`config.mk`:
```
export PLATFORM = sky130hd
export DESIGN_NAME = load_store_unit
export DESIGN_NICKNAME = d
export VERILOG_FILES = /design/src/rtl/load_store_pkg.sv /design/src/rtl/load_store32.sv /design/src/rtl/load_store_unit.sv
export SDC_FILE = /design/constraint.sdc
export NUM_CORES = 1
export LEC_CHECK = 0
export BUFFER_PORTS_ARGS = -buffer_cell sky130_fd_sc_hd__clkbuf_2
export CAP_MARGIN = 20
export CORE_MARGIN = 5
export CORE_UTILIZATION = 58
export CTS_CLUSTER_DIAMETER = 100
export DETAILED_ROUTE_END_ITERATION = 10
export PLACE_DENSITY = 0.85
export SYNTH_ARGS = -nofsm -noshare
export SYNTH_HDL_FRONTEND = slang
export SYNTH_SLANG_ARGS = --single-unit
export TNS_END_PERCENT = 20
```
`constraint.sdc`:
```
create_clock -name clock -period 8.5 [get_ports clock]
set_input_delay 1.7 -clock clock [delete_from_list [all_inputs] [get_ports clock]]
set_output_delay 1.7 -clock clock [all_outputs]
set_load 0.02 [all_outputs]
```
`src/rtl/load_store_pkg.sv`:
```
// Shared encodings for the load/store stage: RISC-V funct3 codes, FSM states
// and the access-fault rule.
package load_store_pkg;

    localparam logic [2:0] LS_B = 3'b000;
    localparam logic [2:0] LS_H = 3'b001;
    localparam logic [2:0] LS_W = 3'b010;
    localparam int LS_UNSIGNED_BIT = 2;

    typedef enum logic [1:0] {
        IDLE,
        READ,
        WRITE,
        RESP
    } state_t;

    // Size comes from funct3[1:0]; the unsigned bit is only meaningful on b/h loads.
    function automatic logic misaligned(input logic [2:0] funct3,
                                        input logic [1:0] addr,
                                        input logic       store);
        logic bad;
        case (funct3[1:0])
            2'b00:   bad = 1'b0;
            2'b01:   bad = addr[0];
            2'b10:   bad = (addr != 2'b00) || funct3[LS_UNSIGNED_BIT];
            default: bad = 1'b1;
        endcase
        return bad || (store && funct3[LS_UNSIGNED_BIT]);
    endfunction

endpackage

```
`src/rtl/load_store32.sv`:
```
// Combinational lane logic: extracts and extends sub-word loads from a RAM
// word and merges sub-word store data into the word for read-modify-write.
module load_store32
    import load_store_pkg::*;
(
    input  logic [1:0]  address,
    input  logic [2:0]  funct3,
    input  logic [31:0] ram_read_value,
    input  logic [31:0] store_value,
    output logic [31:0] load_value,
    output logic [31:0] ram_store_value
);

    logic [7:0]  byte_sel;
    logic [15:0] half_sel;
    logic [3:0]  lane_mask;
    logic [31:0] store_rep;

    assign byte_sel = ram_read_value[8*address +: 8];
    assign half_sel = address[1] ? ram_read_value[31:16] : ram_read_value[15:0];

    always_comb begin
        load_value = '0;
        case (funct3)
            LS_B:          load_value = {{24{byte_sel[7]}}, byte_sel};
            LS_B | 3'b100: load_value = {24'd0, byte_sel};
            LS_H:          load_value = {{16{half_sel[15]}}, half_sel};
            LS_H | 3'b100: load_value = {16'd0, half_sel};
            LS_W:          load_value = ram_read_value;
            default:       load_value = '0;
        endcase
    end

    always_comb begin
        case (funct3[1:0])
            2'b00:   lane_mask = 4'b0001 << address;
            2'b01:   lane_mask = address[1] ? 4'b1100 : 4'b0011;
            2'b10:   lane_mask = 4'b1111;
            default: lane_mask = 4'b0000;
        endcase
    end

    // Replicate the low bytes so any selected lane finds its data in place.
    assign store_rep = funct3[1] ? store_value :
                       funct3[0] ? {2{store_value[15:0]}} : {4{store_value[7:0]}};

    generate
        for (genvar gi = 0; gi < 4; gi++) begin : g_lane
            assign ram_store_value[8*gi +: 8] = lane_mask[gi] ? store_rep[8*gi +: 8]
                                                              : ram_read_value[8*gi +: 8];
        end
    endgenerate

endmodule

```
`src/rtl/load_store_unit.sv`:
```
// Memory-access stage: one request at a time, alignment check, then read,
// read-modify-write or direct write of a word-addressed RAM port.
module load_store_unit
    import load_store_pkg::*;
#(
    parameter int ADDRESS_WIDTH = 32
) (
    input  logic                     clock,
    input  logic                     reset,
    input  logic                     req_valid,
    output logic                     req_ready,
    input  logic                     req_store,
    input  logic [2:0]               req_funct3,
    input  logic [ADDRESS_WIDTH-1:0] req_address,
    input  logic [31:0]              req_store_value,
    output logic                     resp_valid,
    input  logic                     resp_ready,
    output logic                     resp_efault,
    output logic [31:0]              resp_load_value,
    output logic [ADDRESS_WIDTH-3:0] ram_address,
    output logic                     ram_read_enable,
    output logic                     ram_write_enable,
    output logic [31:0]              ram_write_value,
    input  logic [31:0]              ram_read_value,
    input  logic                     ram_ack
);

    state_t      state;
    logic        store_reg;
    logic [2:0]  funct3_reg;
    logic [1:0]  offset_reg;
    logic [31:0] store_value_reg;
    logic [31:0] word_reg;

    logic        fault;
    logic [31:0] word_in;
    logic [31:0] load_value;
    logic [31:0] ram_store_value;

    assign fault     = misaligned(req_funct3, req_address[1:0], req_store);
    assign req_ready = (state == IDLE);

    // During READ the lane logic sees the live RAM data so the result can be
    // registered on the ack edge itself; afterwards it sees the captured word.
    assign word_in = (state == READ) ? ram_read_value : word_reg;

    load_store32 u_lanes (
        .address         (offset_reg),
        .funct3          (funct3_reg),
        .ram_read_value  (word_in),
        .store_value     (store_value_reg),
        .load_value      (load_value),
        .ram_store_value (ram_store_value)
    );

    always_ff @(posedge clock or posedge reset) begin
        if (reset) begin
            state            <= IDLE;
            store_reg        <= 1'b0;
            funct3_reg       <= '0;
            offset_reg       <= '0;
            store_value_reg  <= '0;
            word_reg         <= '0;
            resp_valid       <= 1'b0;
            resp_efault      <= 1'b0;
            resp_load_value  <= '0;
            ram_address      <= '0;
            ram_read_enable  <= 1'b0;
            ram_write_enable <= 1'b0;
            ram_write_value  <= '0;
        end else begin
            case (state)
                IDLE: begin
                    if (req_valid) begin
                        store_reg       <= req_store;
                        funct3_reg      <= req_funct3;
                        offset_reg      <= req_address[1:0];
                        store_value_reg <= req_store_value;
                        ram_address     <= req_address[ADDRESS_WIDTH-1:2];
                        if (fault) begin
                            state           <= RESP;
                            resp_valid      <= 1'b1;
                            resp_efault     <= 1'b1;
                            resp_load_value <= '0;
                        end else if (req_store && req_funct3 == LS_W) begin
                            state            <= WRITE;
                            ram_write_enable <= 1'b1;
                            ram_write_value  <= req_store_value;
                        end else begin
                            state           <= READ;
                            ram_read_enable <= 1'b1;
                        end
                    end
                end
                READ: begin
                    if (ram_ack) begin
                        word_reg        <= ram_read_value;
                        ram_read_enable <= 1'b0;
                        if (store_reg) begin
                            state            <= WRITE;
                            ram_write_enable <= 1'b1;
                            ram_write_value  <= ram_store_value;
                        end else begin
                            state           <= RESP;
                            resp_valid      <= 1'b1;
                            resp_efault     <= 1'b0;
                            resp_load_value <= load_value;
                        end
                    end
                end
                WRITE: begin
                    if (ram_ack) begin
                        ram_write_enable <= 1'b0;
                        state            <= RESP;
                        resp_valid       <= 1'b1;
                        resp_efault      <= 1'b0;
                        resp_load_value  <= '0;
                    end
                end
                RESP: begin
                    if (resp_ready) begin
                        state           <= IDLE;
                        resp_valid      <= 1'b0;
                        resp_efault     <= 1'b0;
                        resp_load_value <= '0;
                    end
                end
                default: state <= IDLE;
            endcase
        end
    end

endmodule

```
==> reports/results.tsv, run 1 <==
metric	value	unit
CTS buffer count	17	
Post-CTS Setup Repair Bufs	0	
routed len/inst	19.8	um
FF-to-FF End	resp_load_value[12]	
commonest non-fill, non-tap cell in the layout	clkbuf_2	
Syn Inst Count	773	
Synthesized Nets	883	
main flop type after synthesis	dfrtp_1	
Worst VDD drop	216	uV
post-synthesis cell type count	50	
final setup vio count	0	
n_diodes	0	
R2R cell count	8	
antenna violations before repair	0	
HPWL after DPL	16200	um
crit share post-route	40.8	%
core area	14500	um^2
post_cts resized	0	
asr flop ratio synth	100	%
Sink Count	170	
Total GRT Usage	26.3	%
FP Rows	44	
final net count	1058	
CTS tree	yes	
die width	131	um
FF+latch count, synth	170	
number of synthesized flops with an enable pin	0	
# DRC	0	
GP Congestion	0.845	
Worst Tran Pin Value	1040	ps
Min Clock Period, post-route	3470	ps
status	finished, final reports clean	
Worst-path clk slew	60	ps
Post-Route WL	22600	um
layout cells sized above 1	38.5	%
Slew Viols, Final	0	
largest net degree at the start of global routing	96	
RSZ-0062 raised after global routing	false	
multi-input logic area	3890	um^2
Fmax	0.288	GHz
r2r setup slk	5280	ps
antenna viol nets, final	0	
Power Density	444	nW/um^2
WS Path Type	in -> reg	
fill cell count	1063	
Synth warnings	0	
die footprint	17200	um^2
Mapped Area	8520	um^2
Worst Skew	9.69	ps
grt total ovfl	0	
routed via count	6827	
syn avg cell area	11.0	um^2
CP required	8810	ps
routed vias/inst	5.98	
Max-slew headroom	30.8	%
DIE HEIGHT	131	um
global-route wire length before repair	36800	um
critical path endpoint	ram_write_value[29]	
Clock Path Buffers	2	
worst stage delay on the critical path	570	ps
initial cell density of the core	58.8	%
register area share after synthesis	50.0	%
crit path max fanout	32	
startpoint types	input port	
CP arrival	3780	ps
Boundary Pins	204	
RR Startpoint	state[1]	
Area Growth Syn to Fin	18.7	%
tightest hold margin	481	ps
port bufs	203	
commonest cells after routing, fill and taps aside	clkbuf_2, dfrtp_1, mux2_2	
Root Driver	clkbuf_16	
DR iter-0 viols	747	
Sum Neg Setup Slack	0	ps
register area	4250	um^2
crit path launch	req_funct3[2]	
hold crit path type	reg -> reg	
Fin. Hold Viols	0	
Pre-antenna DRT Iters	5	
crit path max-delay cell type	nor2_8	
H-tree levels	4	
vias in the first global route	6873	
Hold-fix buffers, CTS	0	
Clock Latency Late Sink	430	ps
Leakage	4.88	nW
Max Cap Viol	0	
critical path, cell by cell	clkbuf_2 -> and4bb_1 -> nand3_1 -> a22o_1 -> nor2_8 -> mux2_2	
Setup crit end kind	flop	
## where the power goes
part / internal, mW / switching, mW
sequential: 1.18 / 0.273
combinational: 0.943 / 1.33
clock: 0.449 / 0.306
## worst max-delay path: cells and delay by family
family                 cells  cell delay (ps)
muxes                      1              400
buffers and inverters      1              100
and+or+nand+nor            3             1000
AOI/OAI and AO/OA          1              530
## cell usage after synthesis (2+ instances only)
master | n | share of area [%]
a2111oi_0 | 3 | 0.31
a21o_1 | 10 | 0.88
a21oi_1 | 32 | 1.9
a221o_1 | 2 | 0.24
a2bb2oi_1 | 9 | 0.93
a31oi_1 | 9 | 0.66
and2_1 | 2 | 0.15
and3_1 | 2 | 0.15
buf_1 | 4 | 0.18
buf_2 | 21 | 1.2
buf_4 | 5 | 0.44
buf_6 | 7 | 0.93
clkbuf_1 | 16 | 0.71
dfrtp_1 | 170 | 50
ha_1 | 5 | 0.73
inv_1 | 23 | 1.0
mux2_2 | 116 | 15
mux2i_1 | 41 | 4.8
mux4_2 | 5 | 1.3
nand2_1 | 76 | 3.3
nand2b_1 | 5 | 0.37
nand3_1 | 2 | 0.12
nor2_1 | 71 | 3.1
nor2b_1 | 3 | 0.22
o211a_1 | 8 | 0.94
o21ai_0 | 52 | 3.1
o21ai_1 | 11 | 0.65
o221ai_1 | 10 | 1.0
o22a_1 | 9 | 0.93
o22ai_1 | 17 | 1.2
o32a_1 | 8 | 0.94
## per-layer routing
layer  global-route usage (%)  share of wire [%]  up-vias
met2                     41.1                 47      324
met5                        0                  0        -
met4                     8.66                2.5        0
li1                         -                  -     3116
met1                     36.5                 43     3345
met3                     6.27                7.8       42
## final cells by class
cell class,count,share of cell area (%)
Clock inverter,8,0.953
Sequential cell,170,42.1
Timing Repair Buffer,210,10.6
Tap cell,184,2.28
Inverter,23,0.904
Multi-Input combinational cell,526,38.5
Clock buffer,21,4.65
## metrics by stage
step                setup slack (ps)  area, um^2  power, mW  instances  util, %
floorplan                       2200        8520       3.11        773        -
finish                          5030       10100       4.48       1142     69.8
global placement                4710        9530       3.61       1112     65.8
CTS                             5070       10100       4.47       1142     69.8
global route                    4970       10100       4.75       1142     69.8
detailed placement              4640        9540       3.70       1113     65.9
## how the worst min path moves through the flow
| stage | slack (ps) | depth (start not counted) | endpoint | from |
|---|---|---|---|---|
| after floorplan | 440 | 2 | store_value_reg[16] | store_value_reg[16] |
| after global placement | 460 | 2 | store_value_reg[23] | store_value_reg[23] |
| after detailed placement | 470 | 1 | resp_load_value[11] | resp_load_value[11] |
| after CTS | 480 | 1 | resp_load_value[12] | resp_load_value[12] |
| after global routing | 500 | 1 | resp_load_value[10] | resp_load_value[10] |
| final | 480 | 1 | resp_load_value[12] | resp_load_value[12] |
## kinds of logic (layout without fill, tap and decap cells)
family,count (synthesis),after routing,synth area share [%]
and+or+nand+nor,172,172,8.68
DFF,170,170,50.0
buffers and inverters,77,262,4.55
AOI/OAI and AO/OA,186,186,14.5
adders and majority gates,5,5,0.735
muxes,163,163,21.6
Power figures use the tool's default switching activity.
==> run 2, diff against run 1 <==
--- a/config.mk
+++ b/config.mk
@@ -5,13 +5,14 @@
 export SDC_FILE = /design/constraint.sdc
 export NUM_CORES = 1
 export LEC_CHECK = 0
+export ABC_AREA = 1
 export BUFFER_PORTS_ARGS = -buffer_cell sky130_fd_sc_hd__clkbuf_2
 export CAP_MARGIN = 20
 export CORE_MARGIN = 5
-export CORE_UTILIZATION = 58
+export CORE_UTILIZATION = 55
 export CTS_CLUSTER_DIAMETER = 100
 export DETAILED_ROUTE_END_ITERATION = 10
-export PLACE_DENSITY = 0.85
+export PLACE_DENSITY = 0.81
 export SYNTH_ARGS = -nofsm -noshare
 export SYNTH_HDL_FRONTEND = slang
 export SYNTH_SLANG_ARGS = --single-unit
==> constraint.sdc (replaced) <==
create_clock -name clock -period 3.42 [get_ports clock]
set_input_delay 0.684 -clock clock [delete_from_list [all_inputs] [get_ports clock]]
set_output_delay 0.684 -clock clock [all_outputs]
set_load 0.02 [all_outputs]
==> run 2 against run 1 <==
Synthesized area up 6.9%. Clock skew about the same. Die area up 12%. Sequential power up 140%. Critical endpoint is now resp_load_value[9]. Worst hold slack worse by 120 ps. Final cell count up 41%. Register-to-register slack worse by 4600 ps. Sequential share of layout area down 2.7 points. The flow now finishes with violations (DRC). Cell area up 6.8%. First-iteration DRC count up 7.1%. Non-clock buffer count up 5. Total power rose to 2.6 times the previous value.
==> reports/results.tsv, run 2 <==
metric	value	unit	change
register area share after synthesis	46.7	%	-3.2 points
layout cells sized above 1	23.6	%	-15 points
Synth top area share	46.7	%	-3.2 points
die footprint	19200	um^2	+12%
Max-slew headroom	32.4	%	+1.6 points
post-synthesis cell type count	28		-44%
Max Cap Viol	0		unchanged
asr flop ratio synth	100	%	unchanged
H-tree levels	4		unchanged
top cells by area, synth	dfrtp_1, nand2_1, mux2_2		
Boundary Pins	204		unchanged
post_cts resized	0		unchanged
antenna violations before repair	0		unchanged
Root Driver	clkbuf_16		
Pre-antenna DRT Iters	9		+4
worst stage delay on the critical path	520	ps	-50 ps
Area Growth Syn to Fin	18.5	%	
Min Clock Period, post-route	2710	ps	
CP arrival	3020	ps	-760 ps
startpoint types	flop		
hold crit path type	in -> async		
Synth warnings	0		unchanged
Setup crit end kind	flop		
most frequent cell after synthesis	nand2_1		
main flop type after synthesis	dfrtp_1		
Clock Latency Late Sink	430	ps	about the same
cell area after layout	10800	um^2	+6.8%
DR iter-0 viols	800		+7.1%
FF-to-FF End	resp_load_value[9]		
most frequent cells after synthesis	nand2_1, dfrtp_1, inv_1		
die width	139	um	+5.7%
syn avg cell area	7.56	um^2	-31%
Post-CTS Setup Repair Bufs	0		unchanged
routed vias/inst	5.27		-12%
largest net degree at the start of global routing	90		-6.3%
GP Congestion	0.996		+18%
routed len/inst	16.2	um	-18%
grt total ovfl	0		unchanged
Sum Neg Setup Slack	0	ps	unchanged
n_diodes	0		unchanged
Clock Path Buffers	2		unchanged
FF+latch count, synth	170		unchanged
Post-Route WL	26200	um	+16%
Total GRT Usage	27.7	%	+1.4 points
r2r setup slk	710	ps	-4570 ps
fill cell count	1436		+35%
RSZ-0062 raised after global routing	false		
Fmax	0.369	GHz	
commonest non-fill, non-tap cell in the layout	nand2_1		
placed cell areas	10200	um^2	+6.5%
DIE HEIGHT	139	um	+5.7%
Worst Skew	9.23	ps	-0.463 ps
area leader, netlist	dfrtp_1		
Worst VDD drop	643	uV	+200%
Fin. Hold Viols	0		unchanged
initial cell density of the core	55.5	%	-3.3 points
port bufs	203		unchanged
vias in the first global route	8571		+25%
CP required	3730	ps	-5080 ps
# DRC	1		+1
critical path, cell by cell	inv_1 -> ha_2 -> inv_4 -> buf_4 -> nand2_1 -> nand3_1 -> nand2_2 -> o21ai_4 -> nand2_1 -> nand2_1 -> nand2_1		
status	complete, but fails checks		
Synthesized Nets	1315		+49%
final setup vio count	0		unchanged
RR Startpoint	state[1]		
global-route wire length before repair	43500	um	+18%
HPWL after DPL	19500	um	+21%
number of synthesized flops with an enable pin	0		unchanged
Power Density	1080	nW/um^2	+140%
WS Path Type	reg -> reg		
crit share post-route	79.2	%	
Hold-fix buffers, CTS	0		unchanged
R2R cell count	11		+3
crit path max-delay cell type	o21ai_4		
WP buf/inv	3		+2
Sink Count	170		unchanged
routed via count	8502		+25%
final net count	1489		+41%
most used cell, CP	nand2_1		
CTS tree	yes		
Slew Viols, Final	0		unchanged
CTS buffer count	17		unchanged
Leakage	6.17	nW	+27%
kind of cell adding the most delay to the critical path	buffers and inverters		
FP Rows	47		+6.8%
crit path max fanout	28		-13%
commonest cells after routing, fill and taps aside	nand2_1, clkbuf_2, dfrtp_1		
Syn Inst Count	1205		+56%
failing checks	DRC		
Worst-path clk slew	60	ps	about the same
core area	16400	um^2	+13%
Mapped Area	9110	um^2	+6.9%
Worst Tran Pin Value	1010	ps	-24.3 ps
antenna viol nets, final	0		unchanged
-- run 2: cell count changes in the layout (fill, tap and decap cells not counted), sizes merged, moves of 17 or more --
cell / before / now
inv: 23 / 106
mux2: 117 / 49
mux2i: 41 / 0
nand2: 76 / 532
nand3: 2 / 96
o22ai: 17 / 0
-- run 2: per-layer routing --
layer	up-vias	wire length (um)	track usage, %
met5	-	0	0
met4	0	741	8.86
met3	60	2380	9.28
met2	370	12200	44.2
met1	3949	10900	35.9
li1	4123	-	-
-- run 2: per-stage QoR --
step                      util [%]  hold WS (ps)  instances  setup WS (ps)  power [mW]
after floorplan                  -           442       1205            567        7.81
after global placement        61.9           461       1580            884        9.37
after detailed placement      61.9           461       1580            747        9.52
after CTS                     65.8           378       1612            712        11.7
after global routing          65.8           403       1612            426        12.6
final                         65.8           365       1612            710        11.7
-- run 2: worst max-delay path by stage --
stage / from / to / slack, ps / cells after the start
detailed placement: state[1] / resp_load_value[9] / 750 / 11
floorplan: reset / funct3_reg[0] / 570 / 1
global route: state[1] / resp_load_value[11] / 430 / 11
global placement: state[1] / resp_load_value[28] / 880 / 11
finish: state[1] / resp_load_value[9] / 710 / 11
CTS: state[1] / resp_load_value[9] / 710 / 11
-- run 2: area by class of cell --
type | instances | area [um^2] | share of cell area, %
flip-flops and latches | 170 | 4250 | 39.4
repair buffers | 215 | 1130 | 10.5
well taps | 220 | 275 | 2.55
clock buffers | 22 | 474 | 4.39
inverters | 106 | 404 | 3.74
clock inverters | 10 | 164 | 1.52
multi-input cells | 869 | 4090 | 37.9
-- run 2: cells by family (layout without fill, tap and decap cells) --
kind of cell	Yosys count	count (layout)	synth area share, %
muxes	49	49	6.06
and+or+nand+nor	697	697	31.1
adders and majority gates	5	5	0.687
buffers and inverters	166	353	8.45
DFF	170	170	46.7
AOI/OAI and AO/OA	118	118	6.94
-- run 2: power by group --
group / internal [mW] / leakage (nW) / switching (mW)
clock: 1.28 / 0.299 / 0.803
sequential: 2.90 / 2.09 / 0.566
combinational: 1.95 / 3.78 / 4.16
total: 6.14 / 6.17 / 5.53
